## config.mk

```make
export PLATFORM = sky130hd
export DESIGN_NAME = alu_shift_seq
export DESIGN_NICKNAME = d
export VERILOG_FILES = /design/src/rtl/alu_pkg.sv /design/src/rtl/alu_shift_decode.sv /design/src/rtl/alu_shift_seq.sv
export SDC_FILE = /design/constraint.sdc
export NUM_CORES = 1
export LEC_CHECK = 0
export ABC_AREA = 1
export CAP_MARGIN = 20
export CORE_MARGIN = 5
export CORE_UTILIZATION = 44
export DETAILED_ROUTE_END_ITERATION = 8
export GPL_TIMING_DRIVEN = 1
export PLACE_DENSITY = 0.85
export SYNTH_ARGS = -nofsm -noshare
export SYNTH_HDL_FRONTEND = slang
export SYNTH_SLANG_ARGS = --single-unit
export TNS_END_PERCENT = 20
```

## constraint.sdc

```tcl
create_clock -name clk -period 3.44 [get_ports clk]
set_input_delay 0.688 -clock clk [delete_from_list [all_inputs] [get_ports clk]]
set_output_delay 0.688 -clock clk [all_outputs]
set_load 0.005 [all_outputs]
```

## src/rtl/alu_pkg.sv

```systemverilog
// Shared types for the CB-prefix shift/rotate sequencer
// and the ALU control-line bundle it drives.
package alu_pkg;

  localparam int ALU_W = 8;

  typedef enum logic [2:0] {
    OP_RLC, OP_RRC, OP_RL, OP_RR,
    OP_SLA, OP_SRA, OP_SWAP, OP_SRL
  } shift_op_t;

  typedef enum logic [1:0] {
    NO_SH, L_SH, R_SH, SW_SH
  } alu_sh_t;

  typedef enum logic [1:0] {
    NO_OE, SH_OE, RES_OE
  } alu_oe_t;

  typedef enum logic {
    NO_LD, BUS_LD
  } alu_ld_t;

  typedef struct packed {
    logic [ALU_W-1:0] op;
    logic             si;
    alu_sh_t          sh;
    alu_oe_t          oe;
    alu_ld_t          la;
    alu_ld_t          lb;
    logic             r;
    logic             s;
    logic             v;
    logic             ne;
    logic             ci;
    logic             l;
    logic             h;
  } alu_line_t;

  localparam alu_line_t ALU_LINE_IDLE = '{
    op: '0, si: 1'b0, sh: NO_SH, oe: NO_OE,
    la: NO_LD, lb: NO_LD,
    r: 1'b0, s: 1'b0, v: 1'b0, ne: 1'b0,
    ci: 1'b0, l: 1'b0, h: 1'b0
  };

endpackage

```

## src/rtl/alu_shift_decode.sv

```systemverilog
// Per-opcode shift-in bit, shift direction and the carry
// the ALU is expected to shift out.
module alu_shift_decode
  import alu_pkg::*;
(
  input  shift_op_t        op_i,
  input  logic [ALU_W-1:0] b_i,
  input  logic             cin_i,
  output logic             si_o,
  output alu_sh_t          sh_o,
  output logic             cy_o
);

  always_comb begin
    si_o = 1'b0;
    sh_o = NO_SH;
    cy_o = 1'b0;
    unique case (op_i)
      OP_RLC: begin
        si_o = b_i[7];
        sh_o = L_SH;
        cy_o = b_i[7];
      end
      OP_RRC: begin
        si_o = b_i[0];
        sh_o = R_SH;
        cy_o = b_i[0];
      end
      OP_RL: begin
        si_o = cin_i;
        sh_o = L_SH;
        cy_o = b_i[7];
      end
      OP_RR: begin
        si_o = cin_i;
        sh_o = R_SH;
        cy_o = b_i[0];
      end
      OP_SLA: begin
        sh_o = L_SH;
        cy_o = b_i[7];
      end
      OP_SRA: begin
        si_o = b_i[7];
        sh_o = R_SH;
        cy_o = b_i[0];
      end
      OP_SWAP: begin
        sh_o = SW_SH;
      end
      OP_SRL: begin
        sh_o = R_SH;
        cy_o = b_i[0];
      end
    endcase
  end

endmodule

```

## src/rtl/alu_shift_seq.sv

```systemverilog
// Two-line ALU micro-sequence for one shift/rotate request,
// returning result and {Z,N,H,C} over a valid/ready response.
module alu_shift_seq
  import alu_pkg::*;
#(
  parameter int W = 8
) (
  input  logic         clk,
  input  logic         reset,
  input  logic         req_valid,
  output logic         req_ready,
  input  logic [2:0]   req_op,
  input  logic [W-1:0] req_b,
  input  logic         req_cin,
  output logic [W-1:0] alu_op,
  output logic         alu_si,
  output logic [1:0]   alu_sh,
  output logic [1:0]   alu_oe,
  output logic         alu_la,
  output logic         alu_lb,
  output logic         alu_r,
  output logic         alu_s,
  output logic         alu_v,
  output logic         alu_ne,
  output logic         alu_ci,
  output logic         alu_l,
  output logic         alu_h,
  input  logic [W-1:0] alu_result,
  input  logic         alu_zero,
  input  logic         alu_shift_dbh,
  output logic         rsp_valid,
  input  logic         rsp_ready,
  output logic [W-1:0] rsp_result,
  output logic [3:0]   rsp_flags,
  output logic         err
);

  if (W != 8) begin : g_w_chk
    $error("alu_shift_seq supports only W=8");
  end

  typedef enum logic [1:0] {
    ST_IDLE, ST_LINE1, ST_LINE2, ST_DONE
  } state_t;

  state_t    state_q, state_d;
  shift_op_t op_q, op_d;
  logic [W-1:0] b_q, b_d;
  logic      cin_q, cin_d;
  logic      cy_q, cy_d;
  logic [W-1:0] res_q, res_d;
  logic [3:0] flags_q, flags_d;
  logic      err_q, err_d;
  alu_line_t line;

  shift_op_t    dec_op;
  logic [W-1:0] dec_b;
  logic         dec_cin;
  logic         dec_si;
  alu_sh_t      dec_sh;
  logic         dec_cy;

  // Decode the live request while idle, the captured one after.
  assign dec_op  = (state_q == ST_IDLE) ? shift_op_t'(req_op) : op_q;
  assign dec_b   = (state_q == ST_IDLE) ? req_b : b_q;
  assign dec_cin = (state_q == ST_IDLE) ? req_cin : cin_q;

  alu_shift_decode u_dec (
    .op_i  (dec_op),
    .b_i   (dec_b),
    .cin_i (dec_cin),
    .si_o  (dec_si),
    .sh_o  (dec_sh),
    .cy_o  (dec_cy)
  );

  always_comb begin
    state_d = state_q;
    op_d    = op_q;
    b_d     = b_q;
    cin_d   = cin_q;
    cy_d    = cy_q;
    res_d   = res_q;
    flags_d = flags_q;
    err_d   = err_q;
    line    = ALU_LINE_IDLE;
    unique case (state_q)
      ST_IDLE: begin
        if (req_valid) begin
          op_d    = shift_op_t'(req_op);
          b_d     = req_b;
          cin_d   = req_cin;
          cy_d    = dec_cy;
          state_d = ST_LINE1;
        end
      end
      ST_LINE1: begin
        line.op = b_q;
        line.si = dec_si;
        line.sh = dec_sh;
        line.oe = SH_OE;
        line.la = BUS_LD;
        line.lb = BUS_LD;
        line.r  = 1'b1;
        line.s  = 1'b1;
        line.v  = 1'b1;
        line.l  = 1'b1;
        if (op_q != OP_SWAP && alu_shift_dbh != cy_q)
          err_d = 1'b1;
        state_d = ST_LINE2;
      end
      ST_LINE2: begin
        line.oe = RES_OE;
        line.r  = 1'b1;
        line.s  = 1'b1;
        line.v  = 1'b1;
        line.h  = 1'b1;
        res_d   = alu_result;
        flags_d = {alu_zero, 1'b0, 1'b0, cy_q};
        state_d = ST_DONE;
      end
      ST_DONE: begin
        if (rsp_ready)
          state_d = ST_IDLE;
      end
    endcase
  end

  always_ff @(posedge clk or posedge reset) begin
    if (reset) begin
      state_q <= ST_IDLE;
      op_q    <= OP_RLC;
      b_q     <= '0;
      cin_q   <= 1'b0;
      cy_q    <= 1'b0;
      res_q   <= '0;
      flags_q <= '0;
      err_q   <= 1'b0;
    end else begin
      state_q <= state_d;
      op_q    <= op_d;
      b_q     <= b_d;
      cin_q   <= cin_d;
      cy_q    <= cy_d;
      res_q   <= res_d;
      flags_q <= flags_d;
      err_q   <= err_d;
    end
  end

  assign req_ready  = (state_q == ST_IDLE);
  assign rsp_valid  = (state_q == ST_DONE);
  assign rsp_result = res_q;
  assign rsp_flags  = flags_q;
  assign err        = err_q;

  assign alu_op = line.op;
  assign alu_si = line.si;
  assign alu_sh = line.sh;
  assign alu_oe = line.oe;
  assign alu_la = line.la;
  assign alu_lb = line.lb;
  assign alu_r  = line.r;
  assign alu_s  = line.s;
  assign alu_v  = line.v;
  assign alu_ne = line.ne;
  assign alu_ci = line.ci;
  assign alu_l  = line.l;
  assign alu_h  = line.h;

endmodule

```

==> results.toml <==
[clocking]
cts_max_level = 1
cts-hold-fix-buffers = 0
cts_setup_buffers = 0
post_cts_resized = 0
clock_latency_ns = 0.32
cts_tree = "built"
clkTransAtPathRegs_ns = 0.13
clk_path_buf_depth = 2
root_buffer = "clkbuf_4"
cts_sinks = 26
numCtsBuffers = 3

[critical_path]
slowest_delay_ns = 0.50
worstPathArrival_ns = 2.27
path_cells = "inv_1 > ha_1 > inv_1 > nand2_1 > nand2_1 > a21oi_1 > nand3_1 > nor2_1 > clkdlybuf4s50_1"
reg2regPathDepth = 6
crit_slowest_cell = "clkdlybuf4s50_1"
worstPathRequired_ns = 2.75
critPathMaxFanout = 7
worstSetupPathType = "reg2out"
crit_path_end_kind = "output pin"
start_kind = "register"

[yosys]
seq_area_frac_synth = 0.480
ys_seq_elements = 26
yosys_warnings = 0
postSynthAreaPerCell_um2 = 8.42
synth_flop_cell = "dfrtp_1"
synth-edff-count = 0
synth.distinct_cells = 18
syn_area_um2 = 1360
syn_inst = 161
async_flop_share = 1.00

[finish]
fin_nets = 247
area_growth_pct = 46.6
post_layout_nonfiller_instances = 248
fillerInstances = 263
drive_above_1_share = 0.0884
diodes = 0

[grt]
grt_pass1_vias = 1149
grt_use_total = 0.146
gr-total-overflow = 0
grt_max_degree = 27
grt_antenna_before_repair = 0
grt_pass1_wl_um = 4840

[power]
powerDensity_nw_per_um2 = 857
leakagePower_uw = 0.000992
clkPwrFrac = 0.121
combPwrFrac = 0.569
switchingPower_uw = 587
internal-power_uw = 1120
power_frac_seq = 0.310
switching_share = 0.345
peakVddDrop_uv = 493

[timing]
period_minus_slack_ns = 2.96
tightest_slew_ns = 0.497
fmax_mhz = 338
finalCritPeriodShare = 0.861
drv_slew = 0
maxSlewHeadroom = 0.668
hold_violations = 0
layout_setup_ws_ns = 0.478
finalSetupViolations = 0
setup_tns_ns = 0
rsz0062_at_grt = "false"
fin_skew_ns = 0.00635

[floorplan]
ios = 63
fp.dieH_um = 65.5
die-area_um2 = 4290
coreArea_um2 = 3000
row_count = 20
start_util = 0.451
die_width_um = 65.5

[routing]
vias = 1147
wl_per_cell_um = 11.7
drtIter0Drc = 20
antenna_left = 0
drt_pre_antenna_iters = 4
via_per_inst = 4.63
wirelength_um = 2910
drcViolationCount = 0

[run_status]
outcome = "finished, final reports clean"

[placed_design]
gp_congestion = 0.823
place_inst = 243
pre_cts_ws_ns = 0.580
dp_hpwl_um = 2290
portBuffers = 58

[worst_hold_path]
hold_path_depth = 1
holdCritPathClass = "reg2reg"

[run]
drv_cap = 0
==> stage by stage <==
step           area (um2)  hold slack (ns)  total power [uW]   util
2_1_floorplan        1370            0.448              1070      -
3_3_place_gp         1910            0.449              1500  0.635
3_5_place_dp         1910            0.458              1520  0.635
4_1_cts              1960            0.490              1730  0.653
5_1_grt              1990            0.494              1860  0.662
6_report             1990            0.489              1700  0.662
==> per-layer routing <==
layer  part of all wire  global-route usage  up-vias
li1                   -                   -      588
met1               0.43               0.164      525
met2               0.48               0.257       32
met3              0.084              0.0513        2
met4             0.0038              0.0466        0
met5                  0                   0        -
==> final cells by class <==
cell class                 count  area (um2)  share of cell area
sequential                    26         651               0.327
timing repair buffer          61         623               0.314
multi-input combinational    103         541               0.272
inverter                      21        78.8              0.0397
tap                           33        41.3              0.0208
clock inverter                 1        30.0              0.0151
clock buffer                   3        22.5              0.0113
==> registers in the layout, indices dropped and copies added (netlist names) <==
name        flops
rsp_flags       2
state_q         2
rsp_result      8
b_q             8
cy_q            1
op_q            3
err             1
cin_q           1
==> layout by cell type (no fill, tap or decap), types with 3 or more instances in the layout <==
| cell type | count |
|---|---|
| inv_1 | 20 |
| conb_1 | 4 |
| o21ai_0 | 10 |
| dfrtp_1 | 26 |
| nand2_1 | 61 |
| clkbuf_4 | 3 |
| nand3_1 | 4 |
| ha_1 | 5 |
| nor2_1 | 3 |
| clkdlybuf4s50_1 | 58 |
| mux2_2 | 10 |
==> cell usage after synthesis (2+ instances only) <==
cell | n | area share
a21oi_1 | 2 | 0.0074
buf_2 | 2 | 0.0074
buf_4 | 11 | 0.061
dfrtp_1 | 26 | 0.48
ha_1 | 5 | 0.046
inv_1 | 20 | 0.055
mux2_2 | 10 | 0.083
nand2_1 | 61 | 0.17
nand3_1 | 4 | 0.015
nor2_1 | 3 | 0.0083
o21ai_0 | 10 | 0.037
==> path summary, 6_finish.rpt <==
| kind | from | end | slack (ns) |
|---|---|---|---|
| worst max register to register | state_q[0] | cy_q | 1.65 |
| worst min register to register | err | err | 0.49 |
| max in group asynchronous | reset | state_q[1] | 2.56 |
| worst max-delay path | state_q[0] | alu_si | 0.48 |
| worst min-delay path | err | err | 0.49 |
| min in group asynchronous | reset | rsp_result[3] | 0.52 |
==> cell families (layout without fill, tap and decap cells) <==
family          count (synthesis)  in the layout  share of synthesized area
xor+xnor                        1              1                    0.00646
fa+ha+maj                       5              5                     0.0462
flops                          26             26                      0.480
mux                            10             10                     0.0831
compound gates                 14             14                     0.0554
simple gates                   69             69                      0.197
buf+inv                        35             86                      0.129
other cells                     1              4                    0.00277
==> power groups by stage <==
| stage | clock, uW | combinational (uW) | sequential, uW |
|---|---|---|---|
| 2_1_floorplan | 0 | 547 | 528 |
| 3_3_place_gp | 0 | 966 | 530 |
| 3_5_place_dp | 0 | 980 | 536 |
| 4_1_cts | 215 | 986 | 530 |
| 5_1_grt | 232 | 1080 | 548 |
| 6_report | 207 | 968 | 528 |
==> critical path: cells and delay by family (launching register included) <==
family / cells / cell delay, ns
buffers and inverters: 3 / 0.74
flip-flops: 1 / 0.42
AND/OR/NAND/NOR: 4 / 0.35
adder cells (fa/ha/maj): 1 / 0.30
AO/OA/AOI/OAI: 1 / 0.15
No activity file was read; power rests on OpenSTA's default activity.
